$ cat config.mk
export PLATFORM = sky130hd
export DESIGN_NAME = inst_queue
export DESIGN_NICKNAME = d
export VERILOG_FILES = /design/src/rtl/inst_queue.sv
export SDC_FILE = /design/constraint.sdc
export NUM_CORES = 1
export LEC_CHECK = 0
export CAP_MARGIN = 25
export CORE_MARGIN = 2
export CORE_UTILIZATION = 60
export CTS_BUF_LIST = sky130_fd_sc_hd__clkbuf_4
export CTS_CLUSTER_DIAMETER = 50
export DETAILED_ROUTE_END_ITERATION = 8
export PLACE_DENSITY = 0.83
export SYNTH_ARGS = -nofsm -noshare
export SYNTH_HDL_FRONTEND = slang
export SYNTH_SLANG_ARGS = --single-unit
$ cat constraint.sdc
create_clock -name clk -period 6.68 [get_ports clk]
set_input_delay 1.002 -clock clk [delete_from_list [all_inputs] [get_ports clk]]
set_output_delay 1.002 -clock clk [all_outputs]
set_load 0.01 [all_outputs]
$ cat src/rtl/inst_queue.sv
// Purpose: fetch-to-decode instruction FIFO of {pc, inst} entries with fetch PC-advance strobe and flush.
// Latency: an entry pushed at edge N is presented to decode after edge N (no bypass path).
// Backpressure: a full queue refuses the push (next_fetch=0) even when decode pops in the same cycle.
module inst_queue #(
    parameter int DEPTH = 4
) (
    input  logic                     clk,
    input  logic                     resetn,
    input  logic                     IF_over,
    input  logic [63:0]              IF_ID_bus,
    output logic                     next_fetch,
    input  logic                     flush,
    input  logic                     ID_allow_in,
    output logic                     ID_valid,
    output logic [63:0]              ID_bus,
    output logic [$clog2(DEPTH):0]   count
);

    localparam int AW = $clog2(DEPTH);
    localparam int CW = AW + 1;
    localparam logic [CW-1:0] FULL_CNT = CW'(DEPTH);

    // Entry storage is deliberately left unreset; only pointers and count define validity.
    logic [63:0]   mem_q [DEPTH];
    logic [AW-1:0] head_q, head_d;
    logic [AW-1:0] tail_q, tail_d;
    logic [CW-1:0] count_q, count_d;

    logic full;
    logic empty;
    logic push;
    logic pop;

    // Handshake decode: full-check uses only registered count so next_fetch never depends on ID_allow_in.
    always_comb begin
        full       = (count_q == FULL_CNT);
        empty      = (count_q == '0);
        push       = IF_over & ~full & ~flush;
        next_fetch = push | flush;
        ID_valid   = ~empty & ~flush;
        pop        = ID_valid & ID_allow_in;
        ID_bus     = ID_valid ? mem_q[head_q] : 64'h0;
        count      = count_q;
    end

    // Next-state for pointers and occupancy; flush wins over any push or pop.
    always_comb begin
        head_d  = head_q;
        tail_d  = tail_q;
        count_d = count_q;
        if (flush) begin
            head_d  = '0;
            tail_d  = '0;
            count_d = '0;
        end else begin
            if (push) begin
                tail_d = tail_q + 1'b1;
            end
            if (pop) begin
                head_d = head_q + 1'b1;
            end
            case ({push, pop})
                2'b10:   count_d = count_q + 1'b1;
                2'b01:   count_d = count_q - 1'b1;
                default: count_d = count_q;
            endcase
        end
    end

    // Pointer and count registers, cleared asynchronously.
    always_ff @(posedge clk or negedge resetn) begin
        if (!resetn) begin
            head_q  <= '0;
            tail_q  <= '0;
            count_q <= '0;
        end else begin
            head_q  <= head_d;
            tail_q  <= tail_d;
            count_q <= count_d;
        end
    end

    // Entry write at the tail slot on an accepted fetch.
    always_ff @(posedge clk) begin
        if (push) begin
            mem_q[tail_q] <= IF_ID_bus;
        end
    end

endmodule

== Word level (Yosys, flattened, before mapping) ==
Memory sizes are Yosys's and may differ from the RTL's.
Cells that the tools add are included.

* Memory bits (writable): 256
* Word-level logic and storage cells: 32
* ROM bits: 0
* Memories kept: 1
* Register bits after elaboration: 7
* Output and inout bits: 69
* Bits in latches: 0
* Bits of input ports: 69

* Div/mod/pow operators: 0
* $mul: 0
* Reduce and logical (&&, ||, !) cells: 4
* $lt $le $gt $ge: 0
* Shift-type cells: 0
* Muxes and demuxes: 9
* Bitwise logic cells: 8
* Add/subtract/negate cells: 4
* Equal/unequal tests: 3

{| class="wikitable"
|+ Memories
! name !! depth !! width !! rd ports !! clocked after Yosys merged registers in !! write ports !! RTL line !! RTL
|-
| mem_q || 4 || 64 || 1 || 0 || 1 || 24 || <nowiki>logic [63:0] mem_q [DEPTH];</nowiki>
|}

{| class="wikitable"
|+ Operators by type and width
! operator !! number
|-
| 64-bit 2-to-1 mux || 1
|-
| 2-bit 2-to-1 mux || 4
|-
| 3-bit one-hot mux with 2 select lines || 1
|-
| 2-bit by 1-bit adder with 2-bit output, second input constant || 2
|-
| 1-bit bitwise AND || 4
|-
| 2-bit nonzero test || 2
|-
| 3-bit by 1-bit adder with 3-bit output, second input constant || 1
|-
| 3-bit equality test, second input constant || 1
|-
| 3-bit logical NOT || 1
|-
| 3-bit 2-to-1 mux || 1
|-
| 1-bit NOT || 3
|-
| 3-bit nonzero test || 1
|-
| 3-bit by 1-bit subtractor with 3-bit output, second input constant || 1
|-
| 2-bit by 1-bit equality test with 1-bit output, second input constant || 1
|-
| 2-bit equality test, second input constant || 1
|-
| 1-bit 2-to-1 mux || 2
|-
| 1-bit OR || 1
|}

== Depth between registers and ports, before layout ==
Gate-level depths: netlist of the first run.

* Word-level depth: 7
* Mapped depth: 8
* Gate-level depth less buffers: 8

== Worst setup path after synthesis of the first run ==
OpenSTA, ideal clock, no wires.

* Path kind: input -> register
* Start: in IF_over
* End: mem mem_q[0][0], enable pin
* Path buffers: 1
* Path slack: 3,143 ps
* Setup time: 429 ps
* Cell stages on the path: 4
* Arrival time: 3,108 ps
* Cell sequence: clkbuf_1 -> o21ai_2 -> nor2_1 -> and2_1

* Longest elaborated chain between the ends: 4

{| class="wikitable"
|+ RTL lines
! what !! RTL line !! RTL
|-
| start: declaration || 9 || <nowiki>input logic IF_over,</nowiki>
|-
| 1-bit bitwise AND (2 in a row) || 38 || <nowiki>push = IF_over & ~full & ~flush;</nowiki>
|-
| 1-bit 2-to-1 mux || 85 || <nowiki>if (push) begin</nowiki>
|-
| 1-bit 2-to-1 mux (implied by the code) || 86 || <nowiki>mem_q[tail_q] <= IF_ID_bus;</nowiki>
|-
| end: declaration || 24 ||
|}

Every way passes these cells.

== Worst setup path in the final report of the first run ==
* Start: reg head_q[0]
* End: out ID_bus[2]

* Longest elaborated chain between the ends: 2

{| class="wikitable"
|+ RTL lines
! what !! RTL line !! RTL
|-
| start: declaration || 25 || <nowiki>logic [AW-1:0] head_q, head_d;</nowiki>
|-
| start signal: assignment || 73 || <nowiki>head_q <= '0;</nowiki>
|-
| start signal: assignment || 77 || <nowiki>head_q <= head_d;</nowiki>
|-
| memory 4 x 64 bit || - ||
|-
| 64-bit 2-to-1 mux || 42 || <nowiki>ID_bus = ID_valid ? mem_q[head_q] : 64'h0;</nowiki>
|-
| end: declaration || 15 || <nowiki>output logic [63:0] ID_bus,</nowiki>
|}

Every way passes these cells.

==> results.yml, run 1 <==
synthesis:
  synth-xor-area-share_pct: 0.337
  syn_inst: 470
  synth_nets: 544
  yosys.area_share.simple_pct: 6.39
  synth_top_family_by_area: "multiplexers"
  synth_compound_area_share_pct: 0.987
  synth_fa_ha_area_share_pct: 0.674
  synth.cell_area_um2: 10400
  yosysWarnings: 0
  seq_area_frac_synth_pct: 75.6
  syn_area_per_cell_um2: 22.1
  ys_ff_latch: 263
  synth_mux_area_share_pct: 14.0
  synth_cell_type_count: 37
route:
  routed_wl_mm: 18.3
  vias_per_cell: 5.59
  drt_pass1_iterations: 4
  ant_nets: 0
  drc: 0
  wl_per_cell_um: 19.9
  drt_iter0_drc: 312
  vias: 5142
worst_setup_path:
  endpoint_kind: "output pin"
  r2r_slack_ns: 4.23
  path_delay_family: "flip-flops"
  cp-endpoint: "ID_bus[2]"
  path_max_fanout: 45
  critPathSlowestCell: "dfrtp_4"
  r2r_start: "count[0]"
  path_buf_inv: 2
  critPathMaxStageDelay_ns: 1.03
  crit_chain: "buf_4 -> mux4_2 -> nor2b_1 -> clkdlybuf4s50_1"
  cp.depth: 4
  crit_path_start: "head_q[0]"
  critPathRequiredTime_ns: 5.68
  arrival_ns: 3.50
  worstRegToRegCells: 4
  criticalPathCategory: "reg2out"
  startpoint_type: "flip-flop"
  rr_endpoint: "mem_q[3][51]"
timing:
  fmax_mhz: 222
  period_needed_ns: 4.50
  slew_violations: 0
  rsz0062_at_grt: "no"
  finalCritPeriodShare_pct: 67.4
  skew_ns: 0.0348
  tightest_slew_ns: 0.994
  maxSlewHeadroom_pct: 33.7
  finalSetupViolCount: 0
  hold_viol_final: 0
  setup_tns_ns: 0
cells_and_area:
  fin_nets: 728
  layout-drive-gt1-share_pct: 27.2
  finalNonFillerCells: 920
  final_common_cell: "edfxtp_1"
  areaGrowthSynthToFinish_pct: 21.9
  final_cell_mix: "256 x edfxtp_1, 137 x clkdlybuf4s50_1, 91 x clkbuf_4, 64 x mux4_2, 46 x nor2b_1"
power:
  p_clk_share_pct: 33.9
  internal-power_mw: 2.75
  power_density_nw_per_um2: 281
  p_comb_share_pct: 12.1
  seqPwrFrac_pct: 54.0
  power.leakage_nw: 4.07
  max-vdd-ir-drop_uv: 164
  sw_frac_of_total_pct: 22.7
  power.switching_mw: 0.806
grt:
  grtUsageTotal_pct: 20.8
  grt_pass1_vias: 5429
  use_met2_pct: 33.0
  grt_overflow: 0
  grt_pass1_wl_mm: 28.0
  busiest_layer: "met2"
  antenna_found_initial: 0
  gr-usage-met1_pct: 25.7
  met3_usage_pct: 7.74
  grt_max_degree: 66
place:
  gp_congestion: 0.692
  place_inst: 810
  io_buffers: 137
  dp_hpwl_mm: 10.3
cts:
  clockBufferDepth: 3
  insertion_delay_ns: 0.66
  clkTransAtPathRegs_ns: 0.07
  ctsResizeCount: 0
  cts_sinks: 263
  cts_setup_buffers: 0
  cts_buffers: 67
  cts_tree: "built"
  cts_root_buffer: "clkbuf_4"
  cts_max_level: 3
  cts_hold_buf: 0
job:
  drv_cap: 0
floorplan:
  die_y_um: 136
  die_w_um: 136
  initial_core_util_pct: 60.7
  rows: 48
  die_area_um2: 18400
  core-area_um2: 17100
  ioPinCount: 138
hold_path:
  min_path_type: "in2async"
run_status:
  status: "completed"
==> state kept, by name, indices dropped and copies added (netlist names) <==
register / cells
count: 3
tail_q: 2
head_q: 2
mem_q: 256
==> routing by layer <==
metal	wire [µm]	up-vias
met5	0	-
met4	469	0
met3	1450	44
met2	9200	190
met1	7210	2594
li1	-	2314
==> through the flow <==
step                hold WS, ns  instance area, µm²  power (mW)  worst slack [ns]  utilization (%)
floorplan                 0.542               10400        2.22              3.14                -
global placement          0.564               11900        2.37              2.15             69.5
detailed placement        0.624               11900        2.39              2.20             69.6
CTS                       0.568               12700        3.61              2.02             74.0
global route              0.582               12700        3.71              1.89             74.0
finish                    0.598               12700        3.56              2.18             74.0
==> cells by family (layout without fill, tap and decap cells) <==
group | count (synthesis) | count (layout)
other cells | 0 | 1
mux | 65 | 65
flops | 263 | 263
buf+inv | 29 | 253
xor+xnor | 4 | 4
compound gates | 15 | 15
fa+ha+maj | 5 | 5
simple gates | 89 | 89
==> worst min-delay path by stage <==
stage / end / slack, ns / depth (start not counted)
final: count[0] / 0.60 / 1
after global routing: count[2] / 0.58 / 1
after CTS: count[0] / 0.57 / 1
after detailed placement: tail_q[1] / 0.62 / 2
after global placement: tail_q[1] / 0.56 / 2
after floorplan: tail_q[1] / 0.54 / 2
==> layout make-up <==
| class | instances | area (µm²) |
|---|---|---|
| clock inverter | 18 | 68.8 |
| multi-input combinational | 178 | 2340 |
| timing repair buffer | 140 | 1410 |
| fill | 985 | 4450 |
| tap | 225 | 282 |
| clock buffer | 91 | 683 |
| sequential | 263 | 7870 |
| antenna | 1 | 2.50 |
| inverter | 4 | 15.0 |
==> cell usage after synthesis <==
cell type / count / share of area (%)
edfxtp_1: 256 / 74
mux4_2: 64 / 14
nor2b_1: 46 / 2.8
nor2b_4: 18 / 2.4
buf_2: 13 / 0.63
dfrtp_1: 7 / 1.7
nor2_1: 6 / 0.22
and2_1: 5 / 0.30
clkbuf_1: 4 / 0.14
ha_1: 4 / 0.48
nand2_1: 4 / 0.14
buf_12: 3 / 0.58
nand3_1: 3 / 0.14
o21ai_0: 3 / 0.14
a21oi_1: 2 / 0.096
buf_4: 2 / 0.14
buf_6: 2 / 0.22
inv_1: 2 / 0.072
inv_2: 2 / 0.072
nand2b_1: 2 / 0.12
nor3_1: 2 / 0.096
o211ai_1: 2 / 0.14
o21ai_1: 2 / 0.096
xnor2_1: 2 / 0.17
xor2_1: 2 / 0.17
a211oi_1: 1 / 0.072
a22o_1: 1 / 0.084
a31oi_1: 1 / 0.060
buf_8: 1 / 0.14
fa_1: 1 / 0.19
mux2i_1: 1 / 0.096
nor3b_1: 1 / 0.072
o21ai_2: 1 / 0.084
o21bai_2: 1 / 0.11
o311a_1: 1 / 0.096
or2_4: 1 / 0.084
or3_1: 1 / 0.060
==> power by group through the flow <==
stage,clock network [mW],logic (mW),registers [mW]
3_3_place_gp,0,0.418,1.95
2_1_floorplan,0,0.297,1.92
4_1_cts,1.25,0.436,1.92
6_report,1.21,0.429,1.92
3_5_place_dp,0,0.433,1.96
5_1_grt,1.33,0.457,1.93
No activity file was read; power rests on OpenSTA's default activity.
==> inputs of run 2 (changes only) <==
--- a/config.mk
+++ b/config.mk
@@ -7,11 +7,11 @@
 export LEC_CHECK = 0
 export CAP_MARGIN = 25
 export CORE_MARGIN = 2
-export CORE_UTILIZATION = 60
+export CORE_UTILIZATION = 57
 export CTS_BUF_LIST = sky130_fd_sc_hd__clkbuf_4
 export CTS_CLUSTER_DIAMETER = 50
 export DETAILED_ROUTE_END_ITERATION = 8
-export PLACE_DENSITY = 0.83
+export PLACE_DENSITY = 0.79
 export SYNTH_ARGS = -nofsm -noshare
 export SYNTH_HDL_FRONTEND = slang
 export SYNTH_SLANG_ARGS = --single-unit
==> constraint.sdc (replaced) <==
create_clock -name clk -period 4.29 [get_ports clk]
set_input_delay 0.6435 -clock clk [delete_from_list [all_inputs] [get_ports clk]]
set_output_delay 0.6435 -clock clk [all_outputs]
set_load 0.01 [all_outputs]
==> run 2 against run 1 <==
Effect of this change:
- register-to-register slack worse by 2.3 ns
- core utilization down 2.6 points
- critical path type unchanged
- final area up 0.98%
- setup slack worse by 1.6 ns
- largest cell class unchanged
- largest power group unchanged
- clock power up 72%
- sequential power up 55%
- critical endpoint is now ID_bus[63]
==> results.yml, run 2 (synthesis results as in run 1) <==
run_status:
  status: "completed"
grt:
  grt_max_degree: 65
  grt_pass1_vias: 5782
  grt_pass1_wl_mm: 30.3
  grt_overflow: 0
  grtUsageTotal_pct: 20.3
  antenna_found_initial: 0
timing:
  period_needed_ns: 3.66
  slew_violations: 0
  tightest_slew_ns: 1.00
  rsz0062_at_grt: "no"
  hold_viol_final: 0
  fmax_mhz: 273
  whs_ns: 0.298
  finalCritPeriodShare_pct: 85.4
  setup_tns_ns: 0
  finalSetupViolCount: 0
  setup_ws_ns: 0.627
  maxSlewHeadroom_pct: 33.0
  skew_ns: 0.0250
route:
  ant_nets: 0
  drc: 0
  vias_per_cell: 5.63
  vias: 5205
  wl_per_cell_um: 20.5
  routed_wl_mm: 18.9
  drt_iter0_drc: 287
  drt_pass1_iterations: 5
floorplan:
  die_y_um: 139
  die_w_um: 139
  core-area_um2: 17900
  die_area_um2: 19300
  ioPinCount: 138
  rows: 49
  initial_core_util_pct: 58.1
worst_setup_path:
  path_max_fanout: 29
  endpoint_kind: "output pin"
  arrival_ns: 3.02
  startpoint_type: "flip-flop"
  critPathRequiredTime_ns: 3.65
  worstRegToRegCells: 4
  criticalPathCategory: "reg2out"
place:
  io_buffers: 137
  dp_slack_ns: 0.839
  gp_congestion: 0.788
  place_inst: 818
  dpl_cell_area_um2: 11900
  dp_hpwl_mm: 10.8
cts:
  cts_tree: "built"
  ctsResizeCount: 0
  insertion_delay_ns: 0.62
  cts_sinks: 263
  clockBufferDepth: 3
  cts_setup_buffers: 0
  cts_buffers: 66
  cts_hold_buf: 0
  cts_max_level: 3
  cts_root_buffer: "clkbuf_4"
  clkTransAtPathRegs_ns: 0.07
power:
  power.leakage_nw: 4.13
  max-vdd-ir-drop_uv: 244
  power_density_nw_per_um2: 450
cells_and_area:
  layout-drive-gt1-share_pct: 28.8
  areaGrowthSynthToFinish_pct: 23.1
  finalNonFillerCells: 924
  antennaDiodeCount: 0
  fin_nets: 732
  largest_reg_flops: 256
  final_cell_mix: "256 x edfxtp_1, 137 x clkdlybuf4s50_1, 94 x clkbuf_4, 64 x mux4_2, 46 x nor2b_1"
  design_area_um2: 12800
  final_common_cell: "edfxtp_1"
  largest-register: "mem_q"
job:
  drv_cap: 0
hold_path:
  min_path_type: "in2async"
run 2: final cells by class:
type / count / area, µm²
sequential: 263 / 7870
fill: 1122 / 5110
multi-input combinational: 178 / 2340
timing repair buffer: 145 / 1460
clock buffer: 94 / 706
tap: 229 / 287
clock inverter: 11 / 120
inverter: 4 / 15.0
run 2: worst paths after layout:
check	startpoint	to	slack (ns)
max in group asynchronous	resetn	head_q[0]	3.68
max	head_q[0]	ID_bus[63]	0.63
min	resetn	count[2]	0.30
min in group clk	tail_q[1]	tail_q[1]	0.62
max reg2reg	count[0]	mem_q[3][33]	1.91
min reg2reg	tail_q[1]	tail_q[1]	0.62
run 2: metal layers:
| metal | global-route usage [%] | wire [µm] | share of wire, % | vias to the layer above |
|---|---|---|---|---|
| met3 | 5.15 | 1050 | 5.5 | 26 |
| met5 | 0 | 0 | 0 | - |
| met1 | 26.7 | 8080 | 43 | 2680 |
| li1 | - | - | - | 2312 |
| met4 | 7.76 | 327 | 1.7 | 0 |
| met2 | 33.4 | 9480 | 50 | 187 |
run 2: metrics by stage:
stage	utilization (%)	power (mW)
2_1_floorplan	-	3.45
3_3_place_gp	66.7	3.71
3_5_place_dp	66.7	3.73
4_1_cts	71.3	5.83
5_1_grt	71.5	6.01
6_report	71.5	5.75
run 2: where the power goes:
group / total (mW) / internal, mW / leakage (nW) / switching, mW
Clock: 2.08 / 1.18 / 0.493 / 0.906
Combinational: 0.702 / 0.400 / 1.23 / 0.302
Sequential: 2.97 / 2.92 / 2.42 / 0.0538
run 2: worst max-delay path: stages (launching register included):
cell and delay, ns:
dfrtp_4 0.84, buf_12 0.34, mux4_2 0.54, nor2b_1 0.17
clkdlybuf4s50_1 0.50
==> inputs of run 3 (changes only) <==
--- a/config.mk
+++ b/config.mk
@@ -12,6 +12,7 @@
 export CTS_CLUSTER_DIAMETER = 50
 export DETAILED_ROUTE_END_ITERATION = 8
 export PLACE_DENSITY = 0.79
+export SKIP_CTS_REPAIR_TIMING = 1
 export SYNTH_ARGS = -nofsm -noshare
 export SYNTH_HDL_FRONTEND = slang
 export SYNTH_SLANG_ARGS = --single-unit
==> results of run 3 <==
The final DEF is identical to that of run 2; final timing and power are the same.
